--- config.mk ---
export PLATFORM = sky130hd
export DESIGN_NAME = collision_unit_flat
export DESIGN_NICKNAME = d
export VERILOG_FILES = /design/src/rtl/game_pkg.sv /design/src/rtl/collision_unit_if.sv /design/src/rtl/collision_unit_popcount_sat.sv /design/src/rtl/collision_unit.sv /design/src/flat_wrapper.sv
export SDC_FILE = /design/constraint.sdc
export NUM_CORES = 1
export LEC_CHECK = 0
export CAP_MARGIN = 30
export CORE_UTILIZATION = 50
export DETAILED_ROUTE_END_ITERATION = 12
export PLACE_DENSITY = 0.8
export SETUP_SLACK_MARGIN = 0.5
export SLEW_MARGIN = 20
export SYNTH_ARGS = -nofsm -noshare
export SYNTH_HDL_FRONTEND = slang
export SYNTH_SLANG_ARGS = --single-unit
--- constraint.sdc ---
create_clock -name clk_pix -period 7.9 [get_ports clk_pix]
set_clock_uncertainty 0.05 [all_clocks]
set_input_delay 1.58 -clock clk_pix [delete_from_list [all_inputs] [get_ports clk_pix]]
set_output_delay 1.58 -clock clk_pix [all_outputs]
set_load 0.1 [all_outputs]
--- src/rtl/game_pkg.sv ---
// Shared game-pipeline constants and the collision event FSM state type.
package game_pkg;

  localparam int unsigned H_RES        = 640;
  localparam int unsigned V_RES        = 480;
  localparam int unsigned SCREEN_CORDW = 16;
  localparam int unsigned COLR_BITS    = 4;

  typedef enum logic {
    IDLE = 1'b0,
    PEND = 1'b1
  } evt_state_t;

endpackage

--- src/rtl/collision_unit_if.sv ---
// Player-collision event handshake between the collision unit and its consumer.
interface collision_unit_if;

  logic evt_valid;
  logic evt_ready;
  logic evt_overflow;

  modport master (output evt_valid, output evt_overflow, input evt_ready);
  modport slave  (input evt_valid, input evt_overflow, output evt_ready);

endinterface

--- src/rtl/collision_unit_popcount_sat.sv ---
// Adds PTS_PER_HIT per set bit of vec to score_in, clamping at the all-ones score.
module popcount_sat #(
  parameter int unsigned N           = 10,
  parameter int unsigned SCORE_W     = 10,
  parameter int unsigned PTS_PER_HIT = 1
) (
  input  logic [N-1:0]       vec,
  input  logic [SCORE_W-1:0] score_in,
  output logic [SCORE_W-1:0] score_next
);

  localparam int unsigned SUM_W = SCORE_W + 1;

  logic [SUM_W-1:0] cnt;
  logic [SUM_W-1:0] sum;

  // One guard bit above the score is enough to detect overflow of the add.
  always_comb begin
    cnt = '0;
    for (int i = 0; i < int'(N); i++) begin
      cnt = cnt + SUM_W'(vec[i]);
    end
    sum        = SUM_W'(score_in) + cnt * SUM_W'(PTS_PER_HIT);
    score_next = sum[SCORE_W] ? {SCORE_W{1'b1}} : sum[SCORE_W-1:0];
  end

endmodule

--- src/rtl/collision_unit.sv ---
// Per-frame collision detector: accumulates shot/target/ship overlaps over the
// visible region, latches hit vectors at each frame strobe, scores and raises events.
module collision_unit
  import game_pkg::*;
#(
  parameter int unsigned N_TARGETS   = 10,
  parameter int unsigned N_SHOTS     = 4,
  parameter int unsigned SCORE_W     = 10,
  parameter int unsigned PTS_PER_HIT = 1
) (
  input  logic                 clk_pix,
  input  logic                 rst,
  input  logic                 frame,
  input  logic                 de,
  input  logic                 en,
  input  logic                 player_drawing,
  input  logic [N_SHOTS-1:0]   shot_drawing,
  input  logic [N_TARGETS-1:0] target_drawing,
  output logic [N_TARGETS-1:0] target_hit,
  output logic [N_SHOTS-1:0]   shot_consumed,
  output logic                 player_hit,
  output logic [SCORE_W-1:0]   score,
  collision_unit_if.master     evt
);

  logic [N_TARGETS-1:0] tgt_acc;
  logic [N_SHOTS-1:0]   shot_acc;
  logic                 ply_acc;
  logic                 frame_d;
  logic [SCORE_W-1:0]   score_next;
  logic                 any_shot;
  logic                 any_tgt;
  logic                 new_evt;
  evt_state_t           state;

  assign any_shot = |shot_drawing;
  assign any_tgt  = |target_drawing;
  assign new_evt  = frame & ply_acc;

  popcount_sat #(
    .N           (N_TARGETS),
    .SCORE_W     (SCORE_W),
    .PTS_PER_HIT (PTS_PER_HIT)
  ) u_score (
    .vec        (target_hit),
    .score_in   (score),
    .score_next (score_next)
  );

  // Accumulate during visible pixels, latch and clear on the frame strobe.
  // Score lags the latch by one cycle so it sums the already-registered hits.
  always_ff @(posedge clk_pix or posedge rst) begin
    if (rst) begin
      tgt_acc       <= '0;
      shot_acc      <= '0;
      ply_acc       <= 1'b0;
      target_hit    <= '0;
      shot_consumed <= '0;
      player_hit    <= 1'b0;
      frame_d       <= 1'b0;
      score         <= '0;
    end else begin
      frame_d <= frame;
      if (frame) begin
        target_hit    <= tgt_acc;
        shot_consumed <= shot_acc;
        player_hit    <= ply_acc;
        tgt_acc       <= '0;
        shot_acc      <= '0;
        ply_acc       <= 1'b0;
      end else if (de && en) begin
        tgt_acc  <= tgt_acc  | (target_drawing & {N_TARGETS{any_shot}});
        shot_acc <= shot_acc | (shot_drawing & {N_SHOTS{any_tgt}});
        ply_acc  <= ply_acc  | (player_drawing & any_tgt);
      end
      if (frame_d) begin
        score <= score_next;
      end
    end
  end

  // Event FSM: a pending event is only retired by evt_ready; a fresh collision
  // arriving unacknowledged marks overflow, which is sticky until reset.
  always_ff @(posedge clk_pix or posedge rst) begin
    if (rst) begin
      state            <= IDLE;
      evt.evt_valid    <= 1'b0;
      evt.evt_overflow <= 1'b0;
    end else begin
      case (state)
        IDLE: begin
          if (new_evt) begin
            state         <= PEND;
            evt.evt_valid <= 1'b1;
          end
        end
        PEND: begin
          if (new_evt) begin
            if (!evt.evt_ready) begin
              evt.evt_overflow <= 1'b1;
            end
          end else if (evt.evt_ready) begin
            state         <= IDLE;
            evt.evt_valid <= 1'b0;
          end
        end
        default: begin
          state         <= IDLE;
          evt.evt_valid <= 1'b0;
        end
      endcase
    end
  end

endmodule

--- src/flat_wrapper.sv ---
// flat-port wrapper written by rule: the top's interface ports become plain ports
module collision_unit_flat import game_pkg::*;
#(
  parameter int unsigned N_TARGETS   = 10,
  parameter int unsigned N_SHOTS     = 4,
  parameter int unsigned SCORE_W     = 10,
  parameter int unsigned PTS_PER_HIT = 1
)
  (clk_pix, rst, frame, de, en, player_drawing, shot_drawing, target_drawing, target_hit, shot_consumed, player_hit, score, evt_evt_valid, evt_evt_overflow, evt_evt_ready);
  collision_unit_if evt_i ();
  input  logic clk_pix;
  input  logic rst;
  input  logic frame;
  input  logic de;
  input  logic en;
  input  logic player_drawing;
  input  logic [N_SHOTS-1:0] shot_drawing;
  input  logic [N_TARGETS-1:0] target_drawing;
  output logic [N_TARGETS-1:0] target_hit;
  output logic [N_SHOTS-1:0] shot_consumed;
  output logic player_hit;
  output logic [SCORE_W-1:0] score;
  output wire logic [$bits(evt_i.evt_valid)-1:0] evt_evt_valid;
  output wire logic [$bits(evt_i.evt_overflow)-1:0] evt_evt_overflow;
  input wire logic [$bits(evt_i.evt_ready)-1:0] evt_evt_ready;
  assign evt_evt_valid = evt_i.evt_valid;
  assign evt_evt_overflow = evt_i.evt_overflow;
  assign evt_i.evt_ready = evt_evt_ready;
  collision_unit #(.N_TARGETS(N_TARGETS), .N_SHOTS(N_SHOTS), .SCORE_W(SCORE_W), .PTS_PER_HIT(PTS_PER_HIT)) u_core (.clk_pix(clk_pix), .rst(rst), .frame(frame), .de(de), .en(en), .player_drawing(player_drawing), .shot_drawing(shot_drawing), .target_drawing(target_drawing), .target_hit(target_hit), .shot_consumed(shot_consumed), .player_hit(player_hit), .score(score), .evt(evt_i));
endmodule
==> run summary <==
Routed Antenna Nets: 0
fin crit share: 46.2%
CTS max path bufs: 2
Die Area: 0.00438 sq mm
clock sink count: 44
outcome: finished, final reports clean
Critical-path top delay cell: fa_1
Synthesized Nets: 225
dominant cells by area after synthesis: dfrtp_1, fa_1, mux2_1, nand2_1, a21oi_1
post-synthesis sequential area ratio: 53.4%
multi-input logic area: 860 sq um
Root Driver: clkbuf_8
share of post-route cells with drive strength above 1: 7.00%
wire per inst: 13.4 microns
first-pass GRT wire length: 6680 microns
initial antenna violation count: 0
PwrDens: 307 mW/mm^2
Ports: 48
Area Overhead vs Synth: 29.0%
row count: 22
Min Hold Slack: 431 ps
hold buffers post-CTS: 0
Reg clk slew, reported paths: 80 ps
DRT iter0 DRCs: 117
max-slew violation count: 0
layout net count: 276
fill count: 292
n_diodes: 0
Async SR Flop Fraction: 100%
Max Cap Viol: 0
post-synth top area cell: dfrtp_1
DRT Pass-1 Iters: 4
critical path peak fanout: 4
CP Cell Sequence: fa_1 -> inv_1 -> fa_1 -> fa_1 -> fa_1 -> fa_1 -> nor2b_4 -> o31a_4 -> nand3_1 -> mux2_1
post-synth top area share: 53.4%
critical path type: reg2reg
CP Capture Type: flop
Leak: 0.00123 uW
yosys warns: 0
Worst EP required: 8020 ps
post-cts resize count: 0
IO Port Bufs: 47
DRT Wirelength: 3890 microns
postcts setup bufs: 0
RSZ-0062 raised after global routing: no
total number of vias: 1,511
Final Hold Violating Endpoints: 0
post-synthesis register bit count: 44
Starting Density: 54.2%
die span in x: 66.2 microns
total grt overflow: 0
Post-DP HPWL: 2890 microns
CP dominant cell by count: fa_1
CP Launch Type: flop
die height: 66.2 microns
slew of the pin with the lowest slew margin: 1000 ps
Netlist cell types: 34
Critical Path Max Stage Delay: 540 ps
H-tree depth: 2
min-delay worst type: reg2reg
DRC violations left: 0
Via density: 5.19
Reg area: 0.00110 sq mm
vias in the first global route: 1,463
crit path buf inv count: 1
Rel. slew slack: 33.0%
Worst-Skew Late Latency: 280 ps
Mean Syn Cell Area: 10.7 sq um
Syn Inst Count: 192
Synth Flop Type: dfrtp_1
Post-synth EDFFs: 0
family with the most delay on the worst path: adder cells
pin count of the biggest net entering global routing: 45
routability cong.: 0.776
All-Layer GR Usage: 21.0%
VDD IR max: 0.194 mV
Num CTS Buffers: 5
TritonCTS clock tree: built
cell area after synthesis: 0.00206 sq mm
Max Clk Rate: 274 MHz
Setup TNS: 0 ps
core area: 0.00380 sq mm
Util after Layout: 70.0%
WP data arrival: 3770 ps
post-layout min period: 3650 ps
final setup fails: 0
## power breakdown
| group | leakage (uW) | switching (uW) | internal [uW] |
|---|---|---|---|
| Combinational | 0.000611 | 285 | 120 |
| Clock | 0.0000410 | 65.7 | 60.0 |
| Sequential | 0.000581 | 29.2 | 255 |
| Total | 0.00123 | 380 | 436 |
## path summary, 6_finish.rpt
path                            slack (ps)  depth (start not counted)                       to                    start
max in group asynchronous             5750                          3        u_core.tgt_acc[4]                      rst
worst max-delay path                  4250                         10          u_core.score[6]     u_core.target_hit[0]
min in group asynchronous             1680                          3  u_core.shot_consumed[2]                      rst
worst min register to register         430                          1  u_core.evt.evt_overflow  u_core.evt.evt_overflow
worst max register to register        4250                         10          u_core.score[6]     u_core.target_hit[0]
worst min-delay path                   430                          1  u_core.evt.evt_overflow  u_core.evt.evt_overflow
## registers in the layout, summed over array words and instances (netlist names)
| name | count |
|---|---|
| u_core.ply_acc | 1 |
| u_core.state | 1 |
| u_core.tgt_acc | 10 |
| u_core.player_hit | 1 |
| u_core.frame_d | 1 |
| u_core.shot_acc | 4 |
| u_core.score | 10 |
| u_core.evt.evt_valid | 1 |
| u_core.shot_consumed | 4 |
| u_core.evt.evt_overflow | 1 |
| u_core.target_hit | 10 |
## through the flow
step	worst slack, ps	instance area (sq um)	total power (uW)	std cells
2_1_floorplan	3760	2060	597	192
3_3_place_gp	4300	2580	687	284
3_5_place_dp	4240	2580	695	284
4_1_cts	4240	2660	822	291
5_1_grt	4130	2660	867	291
6_report	4250	2660	816	291
## cell usage in the layout, fill, tap and decap left out, types with 2 or more instances in the layout
cell type        Yosys  final
o21ai_0              4      4
clkdlybuf4s50_1      0     47
a21oi_1             17     17
fa_1                 7      7
mux2_1              10     10
clkbuf_8             0      5
nor4_1               3      3
nand3_1              2      2
nand2_1             23     23
o21ai_1             12     12
nor2_1              19     19
ha_1                 5      5
buf_4                1      2
inv_1               20     20
dfrtp_1             44     44
nor2b_1              3      3
## final cells by class
cell class	count	share of cell area (%)
clock buffers	6	2.73
clock inverters	1	0.188
inverters	20	2.82
multi-input cells	123	32.3
flip-flops and latches	44	41.4
well taps	48	2.26
repair buffers	49	18.3
## cells in the mapped netlist, types with 2 or more instances
cell and number:
a21oi_1 17, fa_1 7, ha_1 5, mux2_1 10, buf_2 2, nor2_1 19
clkbuf_1 2, nand2_1 23, nor4_1 3, o21ai_0 4, inv_1 20, o21ai_1 12
nor2b_1 3, nand3_1 2, dfrtp_1 44
## layer usage
layer  routed length (microns)  GRT usage [%]  share of wire [%]  up-vias
met5                         0              0                  0        -
met4                        48           8.51                1.2        0
met3                       218           3.97                5.6        4
met2                      1840           32.1                 47       47
met1                      1790           29.5                 46      711
li1                          -              -                  -      749
## cell families (layout without fill, tap and decap cells)
family          Yosys count  after routing  share of synthesized area (%)
compound gates           42             42                           12.3
fa+ha+maj                12             12                           9.84
flops                    44             44                           53.4
mux                      11             11                           6.01
xor+xnor                  1              1                          0.425
simple gates             57             57                           13.1
buf+inv                  25             76                           4.86
(Power assumes the default switching activity.)
